<file path="src/rtl/fetch_return_predecode.sv">
// Pairs fixed-latency instruction-memory returns with their fetch PCs, drops
// wrong-path words on any redirect, and registers an RV32I predecode for RR.
module fetch_return_predecode #(
  parameter int MEM_LATENCY = 1
) (
  input  logic        clk,
  input  logic        resetn,
  input  logic        mem_rinst,
  input  logic [31:0] mem_rinst_addr,
  input  logic [31:0] inst_rdata,
  input  logic [2:0]  do_refetch,
  output logic        rr_valid,
  output logic [31:0] rr_pc,
  output logic [31:0] rr_inst,
  output logic [4:0]  rr_rs1,
  output logic [4:0]  rr_rs2,
  output logic [4:0]  rr_rd,
  output logic [31:0] rr_imm,
  output logic [9:0]  rr_opclass,
  output logic        rr_illegal
);

  localparam logic [6:0] OP_LUI    = 7'b0110111;
  localparam logic [6:0] OP_AUIPC  = 7'b0010111;
  localparam logic [6:0] OP_JAL    = 7'b1101111;
  localparam logic [6:0] OP_JALR   = 7'b1100111;
  localparam logic [6:0] OP_BRANCH = 7'b1100011;
  localparam logic [6:0] OP_LOAD   = 7'b0000011;
  localparam logic [6:0] OP_STORE  = 7'b0100011;
  localparam logic [6:0] OP_IMM    = 7'b0010011;
  localparam logic [6:0] OP_OP     = 7'b0110011;
  localparam logic [6:0] OP_SYSTEM = 7'b1110011;

  logic        r_trk_valid [MEM_LATENCY];
  logic [31:0] r_trk_pc    [MEM_LATENCY];

  logic        r_rr_valid;
  logic [31:0] r_rr_pc;
  logic [31:0] r_rr_inst;
  logic [31:0] r_rr_imm;
  logic [9:0]  r_rr_opclass;
  logic        r_rr_illegal;

  logic        w_redirect;
  logic [6:0]  w_opcode;
  logic [31:0] w_imm_i, w_imm_s, w_imm_b, w_imm_u, w_imm_j;
  logic [31:0] w_imm;
  logic [9:0]  w_opclass;

  assign w_redirect = |do_refetch;

  // A redirect clears every in-flight slot, including the one loaded on this edge.
  always_ff @(posedge clk or negedge resetn) begin
    if (!resetn) begin
      for (int k = 0; k < MEM_LATENCY; k++) begin
        r_trk_valid[k] <= 1'b0;
        r_trk_pc[k]    <= 32'h0;
      end
    end else begin
      r_trk_valid[0] <= mem_rinst & ~w_redirect;
      r_trk_pc[0]    <= mem_rinst_addr;
      for (int k = 1; k < MEM_LATENCY; k++) begin
        r_trk_valid[k] <= r_trk_valid[k-1] & ~w_redirect;
        r_trk_pc[k]    <= r_trk_pc[k-1];
      end
    end
  end

  assign w_opcode = inst_rdata[6:0];
  assign w_imm_i  = {{20{inst_rdata[31]}}, inst_rdata[31:20]};
  assign w_imm_s  = {{20{inst_rdata[31]}}, inst_rdata[31:25], inst_rdata[11:7]};
  assign w_imm_b  = {{19{inst_rdata[31]}}, inst_rdata[31], inst_rdata[7],
                     inst_rdata[30:25], inst_rdata[11:8], 1'b0};
  assign w_imm_u  = {inst_rdata[31:12], 12'b0};
  assign w_imm_j  = {{11{inst_rdata[31]}}, inst_rdata[31], inst_rdata[19:12],
                     inst_rdata[20], inst_rdata[30:21], 1'b0};

  always_comb begin
    w_opclass = 10'b0;
    w_imm     = 32'h0;
    case (w_opcode)
      OP_LUI:    begin w_opclass = 10'b10_0000_0000; w_imm = w_imm_u; end
      OP_AUIPC:  begin w_opclass = 10'b01_0000_0000; w_imm = w_imm_u; end
      OP_JAL:    begin w_opclass = 10'b00_1000_0000; w_imm = w_imm_j; end
      OP_JALR:   begin w_opclass = 10'b00_0100_0000; w_imm = w_imm_i; end
      OP_BRANCH: begin w_opclass = 10'b00_0010_0000; w_imm = w_imm_b; end
      OP_LOAD:   begin w_opclass = 10'b00_0001_0000; w_imm = w_imm_i; end
      OP_STORE:  begin w_opclass = 10'b00_0000_1000; w_imm = w_imm_s; end
      OP_IMM:    begin w_opclass = 10'b00_0000_0100; w_imm = w_imm_i; end
      OP_OP:     begin w_opclass = 10'b00_0000_0010; w_imm = 32'h0;   end
      OP_SYSTEM: begin w_opclass = 10'b00_0000_0001; w_imm = w_imm_i; end
      default:   begin w_opclass = 10'b0;            w_imm = 32'h0;   end
    endcase
  end

  // Data fields follow memory every non-redirect edge; rr_valid qualifies them.
  always_ff @(posedge clk or negedge resetn) begin
    if (!resetn) begin
      r_rr_valid   <= 1'b0;
      r_rr_pc      <= 32'h0;
      r_rr_inst    <= 32'h0;
      r_rr_imm     <= 32'h0;
      r_rr_opclass <= 10'b0;
      r_rr_illegal <= 1'b0;
    end else begin
      r_rr_valid <= r_trk_valid[MEM_LATENCY-1] & ~w_redirect;
      if (!w_redirect) begin
        r_rr_pc      <= r_trk_pc[MEM_LATENCY-1];
        r_rr_inst    <= inst_rdata;
        r_rr_imm     <= w_imm;
        r_rr_opclass <= w_opclass;
        r_rr_illegal <= (w_opclass == 10'b0);
      end
    end
  end

  assign rr_valid   = r_rr_valid;
  assign rr_pc      = r_rr_pc;
  assign rr_inst    = r_rr_inst;
  assign rr_rs1     = r_rr_inst[19:15];
  assign rr_rs2     = r_rr_inst[24:20];
  assign rr_rd      = r_rr_inst[11:7];
  assign rr_imm     = r_rr_imm;
  assign rr_opclass = r_rr_opclass;
  assign rr_illegal = r_rr_illegal;

endmodule

</file>
<file path="config.mk">
export PLATFORM = sky130hd
export DESIGN_NAME = fetch_return_predecode
export DESIGN_NICKNAME = d
export VERILOG_FILES = /design/src/rtl/fetch_return_predecode.sv
export SDC_FILE = /design/constraint.sdc
export NUM_CORES = 1
export LEC_CHECK = 0
export BUFFER_PORTS_ARGS = -buffer_cell sky130_fd_sc_hd__buf_2
export CORE_MARGIN = 3
export CORE_UTILIZATION = 40
export CTS_CLUSTER_SIZE = 16
export DETAILED_ROUTE_END_ITERATION = 6
export PLACE_DENSITY = 0.68
export SYNTH_ARGS = -nofsm -noshare
export SYNTH_HDL_FRONTEND = slang
export SYNTH_SLANG_ARGS = --single-unit
</file>
<file path="constraint.sdc">
create_clock -name clk -period 1.2 [get_ports clk]
set_clock_uncertainty 0.05 [all_clocks]
set_input_delay 0.18 -clock clk [delete_from_list [all_inputs] [get_ports clk]]
set_output_delay 0.18 -clock clk [all_outputs]
set_load 0.02 [all_outputs]
</file>
# Word-level counts from Yosys, hierarchy flattened
# Cells that the tools add are included.
# op_classes
eq_ne	10
muxes	2
bitwise	3
n_reduce_logical	4
# ops
cell	n
$pmux W32 S5	1
$pmux W10 S10	1
$eq A7 B7 Y1 const B	4
$eq A7 B6 Y1 const B	3
$eq A7 B5 Y1 const B	2
$logic_not A10 Y1	1
$eq A7 B2 Y1 const B	1
$reduce_or A4 Y1	1
$reduce_or A3 Y1	1
$and A1 B1 Y1	2
$reduce_or A2 Y1	1
$not A1 Y1	1
# word_totals
register_bits	141
input_bits	70
out_inout_bits	123
elab_cells	27

# Longest topological paths before layout
# depth
depth_word	3
ltp_mapped	6
ltp_nobuf	4

# Least setup slack after synthesis
# Ideal clock, no wire load.
# synth_timing
path_kind	input-to-reg
from	in do_refetch[1]
to	reg r_rr_imm[10], in the netlist rr_imm[10]
setup_ns	0.121
arrival_ns	1.217
required_ns	1.029
setup_slack_ns	-0.188
stages	5
n_path_buf	3
path_cell_list	or3_1 -> buf_2 -> buf_2 -> buf_2 -> a22o_1
# synth_via
elab_chain_cells	1
# synth_rtl
item	line_no	rtl
start: declaration	11	input logic [2:0] do_refetch,
$reduce_or A3 Y1	50	assign w_redirect = |do_refetch;
end signal: assignment	110	r_rr_imm <= w_imm;
end: declaration	40	logic [31:0] r_rr_imm;
# No other way between the ends.
# A chain may end at the register's enable or synchronous reset.

# Final worst setup path
# layout_timing
from	reg r_rr_inst[17], in the netlist rr_inst[17]
to	out rr_inst[17]
# layout_lines
item	line_no	rtl
start: declaration	39	logic [31:0] r_rr_inst;
start signal: assignment	109	r_rr_inst <= inst_rdata;
end: declaration	14	output logic [31:0] rr_inst,
# No word-level cell between the ends.

==> out/metrics.csv <==
stage,metric,value,unit
die,number of standard-cell rows in the floorplan,41,
route,DRC violation count after routing,0,
route,vias post-DR,5145,
placement,number of placed instances with taps included,896,
cts,# clock sinks,141,
route,number of nets with antenna violations after routing,0,
timing,final critical delay including setup and external delays,1.22,ns
timing,setup-violating endpoint count in the final report,19,
setup_path,Critical path origin,rr_inst[17],
cts,clock-pin slew on the worst setup and hold paths,0.06,ns
die,Core Area,12900,sq um
placement,GP Congestion,0.879,
timing,final max-slew violation count,0,
synthesis,synthesized netlist cell count,523,
setup_path,worst path cell trace,buf_6,
timing,period utilisation layout,1.02,
grt,global-route wire length before repair,26200,um
setup_path,"Data required, critical path",0.97,ns
die,vertical die dimension,122,um
synthesis,most frequently used flop master after synthesis,sky130_fd_sc_hd__dfrtp_1,
synthesis,per-instance average area after synthesis,10.3,sq um
power_and_ir_drop,highest ir drop seen on vdd,1.01,mV
final_layout,area added between synthesis and finish,69.7,%
setup_path,worst endpoint data arrival time,0.99,ns
final_layout,final std cells w/o fill,1048,
power_and_ir_drop,total power draw,14100,uW
die,starting utilization of the core area,0.418,
cts,number of H-tree levels,4,
synthesis,count of warnings emitted by yosys,0,
timing,worst setup margin,-0.0199,ns
setup_path,"delay-heaviest family, CP",flip-flops,
die,die outline area,14900,sq um
cts,Root Driver,sky130_fd_sc_hd__clkbuf_16,
synthesis,post-synth cell types,45,
placement,number of port buffers,192,
grt,overflow left after global routing,0,
power_and_ir_drop,Pwr Density,1550,nW/um^2
power_and_ir_drop,Leakage Power,0.00474,uW
route,WL/cell,16.8,um
route,Via-to-Cell Ratio,4.91,
timing,worst-margin pin slew,0.337,ns
setup_path,peak fanout along the critical path,3,
cts,TritonCTS clock tree,built,
grt,largest net degree at the start of global routing,39,
placement,detailed-placement wirelength estimate,10500,um
status,outcome,finished with violations,
synthesis,asr flop ratio synth,1.00,
timing,count of endpoints failing hold in the final timing report,0,
die,# IOs,193,
setup_path,reg2reg setup slack,0.06,ns
min_path,Hold Path Origin,inst_rdata[11],
setup_path,CP max stage cell,sky130_fd_sc_hd__dfrtp_1,
cts,number of buffers created by CTS,17,
synthesis,number of enable-type register cells in the synthesized netlist,0,
route,total wire length,17600,um
cts,clock latency on the worst-skew pair,0.42,ns
route,First DRT Iteration DRCs,414,
synthesis,sequential share of the synthesized area,0.656,
job,count of max-cap constraint violations,0,
timing,Max-slew headroom,0.775,
setup_path,R2R Path Start,rr_imm[4],
setup_path,Critical path buffers and inverters,1,
min_path,kind of path behind the tightest hold check,in2reg,
grt,initial antenna violation count,1,
status,violated checks,negative setup slack,
route,number of detailed-route iterations in the first pass,5,
timing,maximum frequency from static timing analysis,820,MHz
cts,Max clock buf depth,2,
final_layout,count of nets after finishing,934,
synthesis,register bit total from synthesis,141,
final_layout,fraction of layout cells with a size suffix above 1,0.411,
die,die width,122,um
timing,post-route setup TNS,-0.147,ns
timing,unrepaired setup endpoints after global routing,true,
synthesis,post-synthesis cell area,5380,sq um
grt,via count of the first global-routing pass,5211,
setup_path,worst setup path category,reg2out,
grt,global-route usage over all layers,0.229,
final_layout,Filler Cell Count,919,
setup_path,crit path capture type,output pin,
setup_path,Worst setup SP type,flip-flop,
synthesis,number of nets in the synthesized netlist,593,
setup_path,CP peak stage delay,0.42,ns
[power by group]
| group | switching [uW] | internal (uW) |
|---|---|---|
| Clock | 1960 | 3140 |
| Combinational | 1650 | 1740 |
| Sequential | 391 | 5260 |
[metrics by stage]
step                      hold slack, ns  worst slack (ns)  utilization  instance area, sq um
after floorplan                   -0.166            -0.126            -                  5480
after global placement            0.0289            -0.272        0.532                  6850
after detailed placement          0.0318            -0.286        0.532                  6850
after CTS                         0.0364           -0.0344        0.673                  8670
after global routing              0.0678           -0.0515        0.710                  9140
final                             0.0575           -0.0199        0.710                  9140
[Yosys cell counts, types with 3 or more instances]
cell,instances,area (sq um)
sky130_fd_sc_hd__buf_2,13,65.1
sky130_fd_sc_hd__nand2_1,208,781
sky130_fd_sc_hd__and2_1,3,18.8
sky130_fd_sc_hd__nand3_1,5,25.0
sky130_fd_sc_hd__dfrtp_1,141,3530
sky130_fd_sc_hd__clkbuf_1,6,22.5
sky130_fd_sc_hd__nor3_1,3,15.0
sky130_fd_sc_hd__o31ai_1,5,37.5
sky130_fd_sc_hd__a22oi_1,8,60.1
sky130_fd_sc_hd__a221o_1,4,40.0
sky130_fd_sc_hd__a22o_1,7,61.3
sky130_fd_sc_hd__buf_4,17,128
sky130_fd_sc_hd__a21oi_1,26,130
sky130_fd_sc_hd__buf_1,7,26.3
sky130_fd_sc_hd__o21ai_0,11,55.1
sky130_fd_sc_hd__o21ai_1,3,15.0
sky130_fd_sc_hd__nor2_1,22,82.6
[cell usage in the layout (no fill, tap or decap), types with 2 or more instances in the layout]
| master | Yosys | layout |
|---|---|---|
| sky130_fd_sc_hd__nand2_1 | 208 | 206 |
| sky130_fd_sc_hd__dfrtp_1 | 141 | 141 |
| sky130_fd_sc_hd__buf_4 | 17 | 114 |
| sky130_fd_sc_hd__buf_6 | 2 | 106 |
| sky130_fd_sc_hd__buf_2 | 13 | 84 |
| sky130_fd_sc_hd__dlygate4sd3_1 | 0 | 55 |
| sky130_fd_sc_hd__a21oi_1 | 26 | 22 |
| sky130_fd_sc_hd__nor2_1 | 22 | 22 |
| sky130_fd_sc_hd__clkbuf_16 | 0 | 17 |
| sky130_fd_sc_hd__a22oi_1 | 8 | 8 |
| sky130_fd_sc_hd__buf_12 | 0 | 8 |
| sky130_fd_sc_hd__o21ai_1 | 3 | 7 |
| sky130_fd_sc_hd__o21ai_0 | 11 | 7 |
| sky130_fd_sc_hd__a22o_1 | 7 | 7 |
| sky130_fd_sc_hd__nand3_1 | 5 | 5 |
| sky130_fd_sc_hd__o31ai_1 | 5 | 5 |
| sky130_fd_sc_hd__a21oi_2 | 0 | 4 |
| sky130_fd_sc_hd__a221o_1 | 4 | 4 |
| sky130_fd_sc_hd__and2_1 | 3 | 3 |
| sky130_fd_sc_hd__clkinv_2 | 0 | 3 |
| sky130_fd_sc_hd__inv_1 | 2 | 2 |
| sky130_fd_sc_hd__or2_2 | 2 | 2 |
| sky130_fd_sc_hd__o21bai_1 | 2 | 2 |
| sky130_fd_sc_hd__a211o_1 | 2 | 2 |
| sky130_fd_sc_hd__nand2_2 | 0 | 2 |
| sky130_fd_sc_hd__nor3_1 | 3 | 2 |
| sky130_fd_sc_hd__clkbuf_8 | 0 | 2 |
| sky130_fd_sc_hd__clkinv_4 | 0 | 2 |
| sky130_fd_sc_hd__bufinv_16 | 0 | 2 |
| sky130_fd_sc_hd__clkinvlp_4 | 0 | 2 |
[registers in the layout, summed over array words and instances (netlist names)]
signal	count
rr_imm	32
rr_pc	32
r_trk_pc	32
rr_valid	1
rr_inst	32
rr_illegal	1
rr_opclass	10
r_trk_valid	1
[final cells by class]
class                   count  area, sq um  area share
flip-flops and latches    141         3530       0.386
repair buffers            367         3180       0.348
multi-input cells         335         1630       0.178
clock buffers              20          457      0.0500
well taps                 172          215      0.0236
clock inverters            10          116      0.0127
inverters                   2         7.51    0.000822
diodes                      1         2.50    0.000274
[path summary, 6_finish.rpt]
check,endpoint,cells after the start
setup / recovery,rr_inst[17],1
hold / removal,rr_inst[11],4
setup reg to reg,rr_imm[4],3
hold reg to reg,rr_pc[16],2
max in group asynchronous,rr_inst[22],3
min in group asynchronous,rr_pc[21],2
[per-layer routing]
metal  track usage  share of wire  vias up
li1              -              -     2373
met4        0.0742          0.023        0
met1         0.276           0.39     2512
met5             0              0        -
met3        0.0771          0.083       34
met2         0.386           0.51      226
[cells by family (layout without fill, tap and decap cells)]
group	count (synthesis)	count (layout)	synth area share
AO/OA/AOI/OAI	80	80	0.102
XOR/XNOR	1	1	0.00163
adder cells (fa/ha/maj)	1	1	0.00186
buffers and inverters	47	399	0.0504
flip-flops	141	141	0.656
other	0	1	0
AND/OR/NAND/NOR	253	253	0.189
[repair_timing]
item                       CTS  global route
hold endpoints to repair   213             0
buffers inserted            27            39
resized for setup          160            54
pin swaps                    0             0
setup endpoints to repair  105           122
hold buffers                55             0
No activity file was read; power rests on OpenSTA's default activity.
